<file path="config.mk">
export PLATFORM = sky130hd
export DESIGN_NAME = rtc_read_sequencer
export DESIGN_NICKNAME = d
export VERILOG_FILES = /design/src/rtl/rtc_read_sequencer.sv
export SDC_FILE = /design/constraint.sdc
export NUM_CORES = 1
export LEC_CHECK = 0
export ABC_CLOCK_PERIOD_IN_PS = 2000
export CAP_MARGIN = 20
export CORE_ASPECT_RATIO = 1.75
export CORE_UTILIZATION = 39
export DETAILED_ROUTE_END_ITERATION = 7
export DONT_BUFFER_PORTS = 1
export HOLD_SLACK_MARGIN = 0.12
export PLACE_DENSITY = 0.63
export SYNTH_ARGS = -nofsm -noshare
export SYNTH_HDL_FRONTEND = slang
export SYNTH_SLANG_ARGS = --single-unit
</file>
<file path="constraint.sdc">
create_clock -name Clock -period 2 [get_ports Clock]
set_clock_uncertainty 0.05 [all_clocks]
set_input_delay 0 -clock Clock [delete_from_list [all_inputs] [get_ports Clock]]
set_output_delay 0 -clock Clock [all_outputs]
set_load 0.05 [all_outputs]
</file>
<file path="src/rtl/rtc_read_sequencer.sv">
// rtc_read_sequencer
//   Bus-level read engine for a parallel multiplexed address/data RTC.
//   While Ini_Read is high it sweeps a fixed table of RTC register
//   addresses, doing one address-write / data-read access per entry, and
//   writes each returned byte into the time/date/timer register bank.
//   L_Read pulses once after every complete sweep.
//
// Ports
//   Clock     in   system clock
//   Reset     in   synchronous, active-high reset
//   Ini_Read  in   level enable; high = keep sweeping
//   AD_in     in   [7:0] RTC bus read data
//   CS_n      out  RTC chip select (active low)
//   RD_n      out  RTC read strobe (active low)
//   WR_n      out  RTC write strobe (active low)
//   AD_sel    out  RTC A/D_n pin; 0 = address phase, 1 = data
//   AD_out    out  [7:0] address byte driven onto the bus
//   AD_oe     out  tristate enable for AD_out; 1 = FPGA drives the bus
//   Reg_Addr  out  [3:0] register-bank index (current table index)
//   Reg_Data  out  [7:0] captured byte for the bank
//   Reg_WE    out  one-cycle bank write strobe
//   L_Read    out  one-cycle pulse when a full sweep completes
//
// State   | meaning
// IDLE    | bus released, waiting for Ini_Read
// ADDR    | address phase: CS_n/WR_n low, FPGA drives table address
// GAP1    | strobes released, address still driven
// DATA    | read phase: CS_n/RD_n low, bus released by FPGA, byte captured
// GAP2    | bus fully released
// STORE   | one-cycle bank write of the captured byte
// DONE    | one-cycle sweep-complete pulse
module rtc_read_sequencer #(
  parameter int T_PHASE = 10,
  parameter int N_REGS  = 9
) (
  input  logic       Clock,
  input  logic       Reset,
  input  logic       Ini_Read,
  input  logic [7:0] AD_in,
  output logic       CS_n,
  output logic       RD_n,
  output logic       WR_n,
  output logic       AD_sel,
  output logic [7:0] AD_out,
  output logic       AD_oe,
  output logic [3:0] Reg_Addr,
  output logic [7:0] Reg_Data,
  output logic       Reg_WE,
  output logic       L_Read
);

  localparam logic [7:0] PH_LAST  = 8'(T_PHASE - 1);
  localparam logic [3:0] IDX_LAST = 4'(N_REGS - 1);

  typedef enum logic [2:0] {
    IDLE, ADDR, GAP1, DATA, GAP2, STORE, DONE
  } state_t;

  state_t     state_q, state_d;
  logic [7:0] phase_cnt_q, phase_cnt_d;
  logic [3:0] index_q, index_d;
  logic [7:0] data_q, data_d;
  logic       phase_done;

  function automatic logic [7:0] rtc_addr(input logic [3:0] idx);
    case (idx)
      4'd0:    rtc_addr = 8'h21;
      4'd1:    rtc_addr = 8'h22;
      4'd2:    rtc_addr = 8'h23;
      4'd3:    rtc_addr = 8'h24;
      4'd4:    rtc_addr = 8'h25;
      4'd5:    rtc_addr = 8'h26;
      4'd6:    rtc_addr = 8'h41;
      4'd7:    rtc_addr = 8'h42;
      4'd8:    rtc_addr = 8'h43;
      default: rtc_addr = 8'h00;
    endcase
  endfunction

  assign phase_done = (phase_cnt_q == PH_LAST);

  // State register and datapath registers
  always_ff @(posedge Clock) begin
    if (Reset) begin
      state_q     <= IDLE;
      phase_cnt_q <= 8'd0;
      index_q     <= 4'd0;
      data_q      <= 8'h00;
    end else begin
      state_q     <= state_d;
      phase_cnt_q <= phase_cnt_d;
      index_q     <= index_d;
      data_q      <= data_d;
    end
  end

  // Next-state logic. Ini_Read is only looked at in IDLE and STORE so an
  // access in flight always runs to its bank write.
  always_comb begin
    state_d = state_q;
    index_d = index_q;
    data_d  = data_q;
    case (state_q)
      IDLE:  if (Ini_Read) begin
               state_d = ADDR;
               index_d = 4'd0;
             end
      ADDR:  if (phase_done) state_d = GAP1;
      GAP1:  if (phase_done) state_d = DATA;
      DATA:  if (phase_done) begin
               state_d = GAP2;
               data_d  = AD_in;
             end
      GAP2:  if (phase_done) state_d = STORE;
      STORE: if (!Ini_Read) begin
               state_d = IDLE;
               index_d = 4'd0;
             end else if (index_q == IDX_LAST) begin
               state_d = DONE;
             end else begin
               state_d = ADDR;
               index_d = index_q + 4'd1;
             end
      DONE:  begin
               state_d = IDLE;
               index_d = 4'd0;
             end
      default: state_d = IDLE;
    endcase
    phase_cnt_d = (state_d != state_q) ? 8'd0 : phase_cnt_q + 8'd1;
  end

  // Moore output decode
  always_comb begin
    CS_n   = 1'b1;
    RD_n   = 1'b1;
    WR_n   = 1'b1;
    AD_sel = 1'b1;
    AD_oe  = 1'b0;
    AD_out = 8'h00;
    Reg_WE = 1'b0;
    L_Read = 1'b0;
    case (state_q)
      ADDR: begin
        CS_n   = 1'b0;
        WR_n   = 1'b0;
        AD_sel = 1'b0;
        AD_oe  = 1'b1;
        AD_out = rtc_addr(index_q);
      end
      GAP1: begin
        AD_sel = 1'b0;
        AD_oe  = 1'b1;
        AD_out = rtc_addr(index_q);
      end
      DATA: begin
        CS_n = 1'b0;
        RD_n = 1'b0;
      end
      STORE:   Reg_WE = 1'b1;
      DONE:    L_Read = 1'b1;
      default: ;
    endcase
  end

  assign Reg_Addr = index_q;
  assign Reg_Data = data_q;

endmodule

</file>
; Word level (Yosys, flattened, before mapping)
; Memories as Yosys holds them, arrays and structs flattened. A register that Yosys moved wholly into a read port is not among the register bits.
; Index checks and enable logic that the tools add are counted.
[op_classes]
n_mux = 24
add_sub_neg = 2
n_reduce_logical = 7
eq_ne = 11
[op_table]
columns = op, count
row1 = $mux W4, 7
row2 = $mux W3, 7
row3 = $pmux W3 S6, 1
row4 = $pmux W8 S2, 1
row5 = $pmux W4 S3, 1
row6 = $eq A3 B3 Y1 const B, 3
row7 = $add A8 B1 Y8 const B, 1
row8 = $eq A8 B4 Y1 const B, 1
row9 = $mux W1, 7
row10 = $eq A3 B2 Y1 const B, 2
row11 = $reduce_or A2 Y1, 3
row12 = $add A4 B1 Y4 const B, 1
row13 = $eq A4 B4 Y1 const B, 1
row14 = $eq A3 B1 Y1 const B, 1
row15 = $logic_not A3 Y1, 1
row16 = $ne A3 B3 Y1, 1
row17 = $ne A3 B3 Y1 const B, 1
row18 = $reduce_and A3 Y1, 1
row19 = $reduce_bool A3 Y1, 1
row20 = $ne A2 B2 Y1 const B, 1
row21 = $reduce_and A2 Y1, 1
[totals]
romBits = 160
output_inout_bits = 27
inputBits = 11
n_memories = 2
elab_cells = 50
regBits = 23
[mem_list]
columns = memory, words, width, rd, rd_clocked_by_memory_dff, write_ports, line_no
row1 = (name not given), 16, 5, 1, 1, 0, 66  ; case (idx)
row2 = (name not given), 16, 5, 1, 1, 0, 66

; Depth between registers and ports, before layout
; Gate-level depths: netlist (run 1).
[logic_depth]
ltp_word = 6
mapped_depth = 10

; Worst setup path after synthesis (run 1)
; Ideal clock, no wire load.
[synth_path]
kind = reg-to-reg
from = reg index_q[0] (netlist: Reg_Addr[0])
to = reg with a tool-made name
period_less_slack_ns = 2.422
t_arrival_ns = 2.252
stages_incl_launch_ff = 11
slack_ns = -0.422
path_cell_list = dfxtp_1 -> inv_1 -> ha_1 -> and4b_1 -> o211a_2 -> a32oi_1 -> nor2_1 -> inv_1 -> ha_1 -> mux2i_1 -> mux2i_1
[synth_rtl]
columns = element, line_no
row1 = from (decl), 61  ; logic [3:0] index_q, index_d;
row2 = from (signal assigned), 92  ; index_q <= index_d;

==> parameters.txt, run 1 <==
Parameter                              Value

Clocking
  H-tree levels    1
  Maximum clock path buffer count    2
  TritonCTS Buffers    3
  Clock root buffer master    sky130_fd_sc_hd__clkbuf_8
  Clock insertion delay at the later pin of the skew report    0.27 ns
  Worst-path clk slew    0.09 ns
  Number of buffers inserted by hold repair at cts    1
  Clock tree from TritonCTS    done
  TritonCTS sink count    28

Detailed routing
  Vias after detailed routing    1,323
  Via-to-Cell Ratio    ~5.3
  Number of search-and-repair iterations in the first detailed-routing pass    4
  Final Routed Wirelength    3.48 mm
  DR iter-0 viols    30
  Wire per inst    13.9 um
  Antenna viol nets, final    0
  DRC violations left    0

Global routing
  Global router's overall resource usage    16.9%
  Total overflow reported by the global router    0
  Vias in the first global route    1,248
  First-pass GRT wire length    approximately 5.6 mm
  Initial antenna violation count    0
  Largest net degree at the start of global routing    20

Status
  Violations in the final reports    negative hold slack, negative setup slack
  Run status    finished, violations left

Floorplan
  Boundary Pins    38
  Die area    4150 sq um
  Core ar.    between 3000 and 4000 sq um
  Initial Utilization    41.4%
  Overall die width    a little under 50 um
  Floorplan row count    29
  Vertical die dimension    84.5 um

Synthesis
  Post-synthesis area per instance    approximately 8.7 sq um
  Share of Yosys cell area claimed by the top area cell type    around 37%
  Most used DFF post-synth    sky130_fd_sc_hd__dfxtp_1
  Proportion of synthesized flip-flops having asynchronous set or reset    0%
  Area leader, netlist    sky130_fd_sc_hd__dfxtp_1
  Post-synthesis share of cell area spent on and, or, nand and nor gates    26.5%
  Number of enable-type register cells in the synthesized netlist    0
  Post-Syn Area    1520 sq um
  Adder and majority cell fraction of the synthesized area    4.95%
  Sequential-to-total area share from yosys stat    37.0%
  Synth warn    0
  Flip-flop and latch count after synthesis    28
  Dominant combinational cell family by area after synthesis    simple AND/OR/NAND/NOR gates
  Share of synthesized area spent on multiplexers    ~6.6%
  Cells after synthesis    174
  Top area cells in the synthesized netlist    sky130_fd_sc_hd__dfxtp_1 (37%), sky130_fd_sc_hd__mux2i_1 (6.6%), sky130_fd_sc_hd__nor2_1 (5.7%)
  Number of different library cells in the post-synthesis netlist    48
  Area fraction in compound gates after synthesis    14.2%
  Fraction of synthesized cell area in xor and xnor cells    between 3 and 4%

Setup path
  Crit path required time    approximately 2.1 ns
  CP peak stage delay    0.57 ns
  Slowest-stage cell, CP    sky130_fd_sc_hd__or4b_4
  Category of the worst setup path capture point    register
  Cells along the critical path    or4b_4 > o211a_4 > a32oi_2 > nor2_2 > inv_1 > ha_1 > mux2i_1 > mux2i_1
  Most frequent cell on the critical path    sky130_fd_sc_hd__mux2i_1
  Element type at the critical path start    register
  Type of the worst setup path    register to register
  Max Fanout on Critical Path    3
  Worst endpoint data arrival time    2.12 ns

Pwr
  Max rail drop VDD    0.411 mV
  Total Power Consumption    between 1000 and 1500 uW
  Leakage dissipation    0.000811 uW
  PD cells    539 nW/um^2

Finish
  Antenna diode instance count    0
  Share of cells above drive strength 1    32.8%
  Most common cell after layout, fill and taps aside    sky130_fd_sc_hd__buf_4
  Most frequent cells in the layout    sky130_fd_sc_hd__buf_4 (27), sky130_fd_sc_hd__dfxtp_1 (22), sky130_fd_sc_hd__nor2_1 (22)
  Number of nets in the finished design    222
  Layout-stage area growth over the synthesis result    32.3%

Timing
  Highest clock rate    0.498 GHz
  Final worst slack    -0.00910 ns
  Final Setup Violations    1
  Final number of max-transition violations    0
  Final period util    100%
  Setup TNS    -0.00910 ns
  Final critical-path required period    2.01 ns
  Number of endpoints with negative hold slack in the final report    24
  Transition time at the pin with the least slew margin    0.524 ns
  Unrepaired setup endpoints after global routing    yes
  Max-slew headroom    65.0%
  Post-route worst hold slack    -0.272 ns

Placement
  Count of input and output buffers    0
  Weighted congestion reported at the end of routability-driven placement    0.929
  Detailed-placement wirelength estimate    ~2.6 mm

Min path
  Type of the tightest min-delay check    input port to register

Job
  MaxCap Viol Count    0
power breakdown:
part,switching (uW),leakage (uW),internal [uW]
clock network,171,0.0000288,176
logic,104,0.000553,65.0
registers,4.26,0.000229,560
total,279,0.000811,802
through the flow:
stage | utilization, % | setup WS [ns] | instance area (sq um) | std cells
detailed placement | 50.3 | -0.133 | 1840 | 239
global placement | 50.3 | -0.0174 | 1840 | 239
floorplan | - | -0.0349 | 1570 | 176
CTS | 52.5 | -0.00371 | 1920 | 245
finish | 54.8 | -0.00910 | 2010 | 250
global route | 54.8 | -0.145 | 2010 | 250
kinds of logic (layout without fill, tap and decap cells):
family | after synthesis | in the layout
XOR/XNOR | 6 | 6
AND/OR/NAND/NOR | 72 | 72
other | 1 | 3
adder cells (fa/ha/maj) | 6 | 6
buffers and inverters | 23 | 51
flip-flops | 28 | 28
AO/OA/AOI/OAI | 28 | 28
multiplexers | 10 | 10
final cells by class:
class	instances	area (sq um)
multi-input cells	125	925
inverters	11	41.3
flip-flops and latches	28	573
clock buffers	4	55.1
fillers	323	1660
well taps	46	57.6
repair buffers	36	355
cell usage after synthesis (4+ instances only):
| cell | instances |
|---|---|
| sky130_fd_sc_hd__o21ai_0 | 4 |
| sky130_fd_sc_hd__dfxtp_1 | 28 |
| sky130_fd_sc_hd__nand3_1 | 9 |
| sky130_fd_sc_hd__and2_1 | 5 |
| sky130_fd_sc_hd__nand2_1 | 7 |
| sky130_fd_sc_hd__xor2_1 | 5 |
| sky130_fd_sc_hd__a21oi_1 | 7 |
| sky130_fd_sc_hd__clkbuf_1 | 5 |
| sky130_fd_sc_hd__ha_1 | 6 |
| sky130_fd_sc_hd__nand3b_1 | 4 |
| sky130_fd_sc_hd__mux2i_1 | 10 |
| sky130_fd_sc_hd__inv_1 | 11 |
| sky130_fd_sc_hd__nor2_1 | 23 |
metal layers:
metal	wire length, um	vias to the layer above	track usage (%)
met3	68	8	1.63
met5	0	-	0
li1	-	656	-
met1	1430	634	18.9
met4	98	0	8.29
met2	1890	25	30.8
worst paths after layout:
path	start	cells after the start	slack, ns	endpoint
setup / recovery	state_q[1]$_SDFF_PP0_	8	-0.009	register
hold / removal	Reset	1	-0.27	Reg_Addr[1]$_SDFFE_PP0N_
setup reg to reg	state_q[1]$_SDFF_PP0_	8	-0.009	register
hold reg to reg	phase_cnt_q[0]$_SDFF_PP0_	2	0.48	phase_cnt_q[0]$_SDFF_PP0_
timing repair:
item	in CTS	in global routing
cloned	0	0
setup endpoints to repair	9	14
resized for setup	2	12
pin swaps	2	5
setup buffers	1	5
hold endpoints to repair	28	27
worst max-delay path: cells and delay by family, from the launching register on:
family	cells	cell delay [ns]
AOI/OAI and AO/OA	2	0.40
muxes	2	0.23
and+or+nand+nor	2	0.63
DFF	1	0.32
buffers and inverters	1	0.06
adders and majority gates	1	0.22
Note: power is estimated with default switching activity, not from simulation.
==> inputs of run 2 (changes only) <==
--- a/config.mk
+++ b/config.mk
@@ -12,6 +12,7 @@
 export DETAILED_ROUTE_END_ITERATION = 7
 export DONT_BUFFER_PORTS = 1
 export HOLD_SLACK_MARGIN = 0.12
+export MAX_ROUTING_LAYER = met4
 export PLACE_DENSITY = 0.63
 export SYNTH_ARGS = -nofsm -noshare
 export SYNTH_HDL_FRONTEND = slang
==> parameters.txt, run 2 (same netlist as run 1, synthesis figures left out) <==
Parameter                              Value

Finish
  Cell area after layout    2080 sq um (+3.8%)
  Most common cell after layout, fill and taps aside    sky130_fd_sc_hd__buf_4
  Most frequent cells in the layout    sky130_fd_sc_hd__buf_4 (28), sky130_fd_sc_hd__nor2_1 (21), sky130_fd_sc_hd__dfxtp_1 (20)
  Share of cells above drive strength 1    38.5% (+5.7 points)
  Number of nets in the finished design    223 (+0.45%)
  Layout Utilization    56.8% (+2.1 points)
  Non-filler cells in the finished layout    251 (+0.40%)
  Antenna diode instance count    0 (unchanged)
  Layout-stage area growth over the synthesis result    37.4%

Global routing
  Largest net degree at the start of global routing    20 (unchanged)
  Total overflow reported by the global router    0 (unchanged)
  Vias in the first global route    1,312 (+5.1%)
  First-pass GRT wire length    5.80 mm (+4.5%)
  Initial antenna violation count    0 (unchanged)
  Global router's overall resource usage    18.2% (+1.4 points)

Timing
  Highest clock rate    0.490 GHz (-1.6%)
  Final number of max-transition violations    0 (unchanged)
  Final worst slack    -0.0410 ns (-0.0318 ns)
  Final period util    102% (+1.6 points)
  Max-slew headroom    65.4% (+0.41 points)
  Final critical-path required period    2.04 ns (+0.0318 ns)
  Transition time at the pin with the least slew margin    0.518 ns (-0.00609 ns)
  Unrepaired setup endpoints after global routing    yes
  Post-route worst hold slack    -0.269 ns (+0.00279 ns)
  Number of endpoints with negative hold slack in the final report    21 (-13%)
  Final Setup Violations    2 (+1)
  Setup TNS    -0.0776 ns (-0.0685 ns)

Pwr
  Leakage dissipation    0.000827 uW (+2.0%)
  PD cells    524 nW/um^2 (-2.8%)
  Total Power Consumption    1090 uW (+0.89%)
  Max rail drop VDD    0.435 mV (+5.9%)

Detailed routing
  Antenna viol nets, final    0 (unchanged)
  Wire per inst    15.0 um (+8.0%)
  Vias after detailed routing    1,341 (+1.4%)
  Final Routed Wirelength    3.78 mm (+8.4%)
  DR iter-0 viols    30 (unchanged)
  DRC violations left    0 (unchanged)
  Number of search-and-repair iterations in the first detailed-routing pass    4 (unchanged)
  Via-to-Cell Ratio    5.34 (+0.96%)

Clocking
  TritonCTS Buffers    3 (unchanged)
  Number of buffers inserted by hold repair at cts    1 (unchanged)
  Clock tree from TritonCTS    done
  Clock insertion delay at the later pin of the skew report    0.27 ns (about the same)
  Clock root buffer master    sky130_fd_sc_hd__clkbuf_8
  H-tree levels    1 (unchanged)
  TritonCTS sink count    28 (unchanged)
  Worst-path clk slew    0.09 ns (about the same)
  Maximum clock path buffer count    2 (unchanged)

Placement
  Weighted congestion reported at the end of routability-driven placement    0.884 (-4.8%)
  Count of placed standard cells including taps    238 (-0.42%)
  Detailed-placement wirelength estimate    2.65 mm (+0.51%)
  Cell area after placement    1840 sq um (-0.41%)
  Count of input and output buffers    0 (unchanged)

Floorplan
  Overall die width    49.1 um (unchanged)
  Vertical die dimension    84.5 um (unchanged)
  Core ar.    3660 sq um (unchanged)
  Floorplan row count    29 (unchanged)
  Die area    4150 sq um (unchanged)
  Boundary Pins    38 (unchanged)
  Initial Utilization    41.4% (unchanged)

Setup path
  Element type at the critical path start    register
  Crit path required time    2.16 ns (+0.04 ns)
  Type of the worst setup path    register to register
  Category of the worst setup path capture point    register
  Max Fanout on Critical Path    3 (unchanged)
  Worst endpoint data arrival time    2.20 ns (+0.08 ns)

Status
  Violations in the final reports    negative hold slack, negative setup slack
  Run status    finished, violations left

Job
  MaxCap Viol Count    0 (unchanged)

Min path
  Type of the tightest min-delay check    input port to register
[run 2: changes by cell type in the layout (fill, tap and decap cells not counted), moves of 2 or more]
| cell | change |
|---|---|
| sky130_fd_sc_hd__inv_1 | -2 |
| sky130_fd_sc_hd__ha_1 | -2 |
| sky130_fd_sc_hd__dfxtp_1 | -2 |
| sky130_fd_sc_hd__inv_4 | +2 |
[run 2: repair_timing]
action,in CTS,in global routing
hold endpoints to repair,28,27
setup endpoints to repair,9,12
pin swaps,2,11
resized for setup,3,29
buffers inserted,1,7
[run 2: final timing paths]
path                                           startpoint  cells past startpoint                        end  slack [ns]
worst max-delay path             Reg_Addr[1]$_SDFFE_PP0N_                      9                   register       -0.04
worst min-delay path                                Reset                      1      state_q[2]$_SDFF_PP0_       -0.27
worst max register to register   Reg_Addr[1]$_SDFFE_PP0N_                      9                   register       -0.04
worst min register to register  phase_cnt_q[6]$_SDFF_PP0_                      2  phase_cnt_q[6]$_SDFF_PP0_        0.50
[run 2: power breakdown]
group | switching, uW | total [uW] | internal, uW
sequential | 6.19 | 566 | 560
clock | 166 | 342 | 176
combinational | 109 | 182 | 73.4
[run 2: routing by layer]
metal | GRT usage, % | share of wire [%]
met1 | 18.0 | 37
met2 | 34.9 | 60
met3 | 1.99 | 2.8
met4 | 6.95 | 0.66
met5 | - | 0
[run 2: critical path, cell delays in order (launching register included)]
cell	delay, ns
sky130_fd_sc_hd__dfxtp_4	0.36
sky130_fd_sc_hd__inv_4	0.06
sky130_fd_sc_hd__ha_4	0.13
sky130_fd_sc_hd__and4b_2	0.27
sky130_fd_sc_hd__o211a_4	0.21
sky130_fd_sc_hd__a32oi_2	0.07
sky130_fd_sc_hd__nor2_2	0.15
sky130_fd_sc_hd__ha_2	0.18
sky130_fd_sc_hd__or3b_4	0.38
sky130_fd_sc_hd__a21oi_2	0.13
[run 2: area by class of cell]
| type | count | area, sq um |
|---|---|---|
| fill | 339 | 1580 |
| multi-input combinational | 125 | 983 |
| timing repair buffer | 37 | 363 |
| inverter | 11 | 46.3 |
| sequential | 28 | 578 |
| clock buffer | 4 | 55.1 |
| tap | 46 | 57.6 |
[run 2: through the flow]
stage	hold WS (ns)	setup slack, ns
after global placement	0.0150	-0.0285
after floorplan	0.0972	-0.0349
after global routing	-0.291	-0.151
after CTS	-0.272	-0.0120
after detailed placement	0.0198	-0.0590
final	-0.269	-0.0410
==> inputs of run 3 (changes only) <==
--- a/config.mk
+++ b/config.mk
@@ -5,7 +5,7 @@
 export SDC_FILE = /design/constraint.sdc
 export NUM_CORES = 1
 export LEC_CHECK = 0
-export ABC_CLOCK_PERIOD_IN_PS = 2000
+export ABC_CLOCK_PERIOD_IN_PS = 1800
 export CAP_MARGIN = 20
 export CORE_ASPECT_RATIO = 1.75
 export CORE_UTILIZATION = 39
==> constraint.sdc (replaced) <==
create_clock -name Clock -period 1.8 [get_ports Clock]
set_clock_uncertainty 0.05 [all_clocks]
set_input_delay 0 -clock Clock [delete_from_list [all_inputs] [get_ports Clock]]
set_output_delay 0 -clock Clock [all_outputs]
set_load 0.05 [all_outputs]
==> parameters.txt, run 3 (same netlist as run 1, synthesis figures left out) <==
Parameter                              Value

Pwr
  Leakage dissipation    0.000946 uW (+14%)
  PD cells    554 nW/um^2 (+5.8%)
  Max rail drop VDD    0.552 mV (+27%)

Global routing
  Met2 track demand over resource in global routing    38.1% (+3.2 points)
  Global router's overall resource usage    20.1% (+1.9 points)
  Largest net degree at the start of global routing    20 (unchanged)
  Vias in the first global route    1,429 (+8.9%)
  Initial antenna violation count    0 (unchanged)
  Total overflow reported by the global router    0 (unchanged)
  First-pass GRT wire length    6.34 mm (+9.3%)
  Most Used Layer, Global Route    met2
  GRT met3 Usage    1.63% (-0.36 points)
  Grt met1 use    20.4% (+2.3 points)

Finish
  Number of nets in the finished design    243 (+9.0%)
  Most common cell after layout, fill and taps aside    sky130_fd_sc_hd__buf_4
  Layout-stage area growth over the synthesis result    54.6%
  Layout Utilization    64.0% (+7.1 points)
  Antenna diode instance count    0 (unchanged)
  Most frequent cells in the layout    sky130_fd_sc_hd__buf_4 (50), sky130_fd_sc_hd__dfxtp_1 (20), sky130_fd_sc_hd__nor2_1 (13)
  Non-filler cells in the finished layout    271 (+8.0%)
  Share of cells above drive strength 1    52.4% (+14 points)

Floorplan
  Initial Utilization    41.4% (unchanged)
  Die area    4150 sq um (unchanged)
  Core ar.    3660 sq um (unchanged)
  Vertical die dimension    84.5 um (unchanged)
  Floorplan row count    29 (unchanged)
  Boundary Pins    38 (unchanged)
  Overall die width    49.1 um (unchanged)

Detailed routing
  Wire per inst    15.4 um (+2.1%)
  DR iter-0 viols    24 (-20%)
  Via-to-Cell Ratio    5.37 (+0.56%)
  DRC violations left    0 (unchanged)
  Number of search-and-repair iterations in the first detailed-routing pass    4 (unchanged)
  Vias after detailed routing    1,456 (+8.6%)
  Antenna viol nets, final    0 (unchanged)
  Final Routed Wirelength    4.16 mm (+10%)

Timing
  Setup TNS    -3.41 ns (-3.34 ns)
  Final period util    115% (+13 points)
  Final number of max-transition violations    0 (unchanged)
  Final Setup Violations    23 (+21)
  Post-route worst hold slack    -0.292 ns (-0.0225 ns)
  Highest clock rate    0.482 GHz (-1.6%)
  Number of endpoints with negative hold slack in the final report    18 (-14%)
  Transition time at the pin with the least slew margin    0.499 ns (-0.0194 ns)
  Max-slew headroom    66.7% (+1.3 points)
  Unrepaired setup endpoints after global routing    yes
  Final critical-path required period    2.07 ns (+0.0323 ns)
  Final worst slack    -0.273 ns (-0.232 ns)

Setup path
  CP peak stage delay    0.36 ns (-0.02 ns)
  Category of the worst setup path capture point    register
  Max Fanout on Critical Path    13 (+10)
  Most frequent cell on the critical path    sky130_fd_sc_hd__a21oi_2
  Worst endpoint data arrival time    2.25 ns (+0.05 ns)
  Slowest-stage cell, CP    sky130_fd_sc_hd__or3b_4
  Worst path top cell family by delay    simple AND/OR/NAND/NOR gates
  Cells along the critical path    buf_4 > and4b_2 > nand3_1 > a21oi_2 > ha_2 > or3b_4 > a21oi_2
  Number of buffer and inverter stages on the critical path    1 (unchanged)
  Element type at the critical path start    register
  Type of the worst setup path    register to register
  Crit path required time    1.97 ns (-0.19 ns)

Min path
  Type of the tightest min-delay check    input port to register

Job
  MaxCap Viol Count    0 (unchanged)

Placement
  Detailed-placement wirelength estimate    2.89 mm (+9.1%)
  Count of input and output buffers    0 (unchanged)
  Count of placed standard cells including taps    258 (+8.4%)
  Weighted congestion reported at the end of routability-driven placement    0.918 (+3.8%)

Clocking
  Worst-path clk slew    0.10 ns (about the same)
  Clock root buffer master    sky130_fd_sc_hd__clkbuf_8
  H-tree levels    1 (unchanged)
  TritonCTS Buffers    3 (unchanged)
  TritonCTS sink count    28 (unchanged)
  Clock tree from TritonCTS    done
  Clock insertion delay at the later pin of the skew report    0.28 ns (about the same)
  Maximum clock path buffer count    2 (unchanged)

Status
  Violations in the final reports    negative hold slack, negative setup slack
  Run status    finished, violations left
run 3: changes by cell type in the layout (fill, tap and decap cells not counted), sizes merged:
| cell | before | now |
|---|---|---|
| dlygate4sd3 | 1 | 0 |
| buf | 36 | 57 |
run 3: worst paths after layout:
check | startpoint | end | slack, ns | depth (start not counted)
min | Reset | state_q[0]$_SDFF_PP0_ | -0.29 | 1
max | state_q[1]$_SDFF_PP0_ | register | -0.27 | 7
max reg2reg | state_q[1]$_SDFF_PP0_ | register | -0.27 | 7
min reg2reg | phase_cnt_q[0]$_SDFF_PP0_ | phase_cnt_q[1]$_SDFF_PP0_ | 0.51 | 2
run 3: what timing repair did:
| action | 4_1_cts | 5_1_grt |
|---|---|---|
| buffers inserted | 5 | 5 |
| pin swaps | 8 | 20 |
| gates resized for setup | 21 | 37 |
| endpoints found under the hold margin | 28 | 28 |
| setup endpoints to repair | 25 | 25 |
run 3: metrics by stage:
stage / worst slack [ns] / total power (uW) / cell area [sq um]
floorplan: -0.217 / 778 / 1630
global placement: -0.186 / 800 / 1960
detailed placement: -0.324 / 804 / 1960
CTS: -0.207 / 1270 / 2160
global route: -0.350 / 1340 / 2340
finish: -0.273 / 1300 / 2340
run 3: area by class of cell:
type / count / area [sq um]
fillers: 296 / 1320
multi-input cells: 125 / 1140
flip-flops and latches: 28 / 576
repair buffers: 57 / 463
clock buffers: 4 / 66.3
well taps: 46 / 57.6
inverters: 11 / 46.3
run 3: power by group:
part           internal, uW  switching [uW]
clock network           243             210
logic                  80.2             139
registers               623            4.48
total                   946             353
run 3: metal layers:
layer	wire [um]	share of wire [%]
met3	141	3.4
met4	95	2.3
met1	1480	36
met2	2450	59
met5	0	0
run 3: worst reg2reg max path: stages (launching register included):
cell and delay, ns:
sky130_fd_sc_hd__dfxtp_1 0.33, sky130_fd_sc_hd__buf_4 0.17, sky130_fd_sc_hd__and4b_2 0.35, sky130_fd_sc_hd__nand3_1 0.16, sky130_fd_sc_hd__a21oi_2 0.28, sky130_fd_sc_hd__ha_2 0.20
sky130_fd_sc_hd__or3b_4 0.36, sky130_fd_sc_hd__a21oi_2 0.11
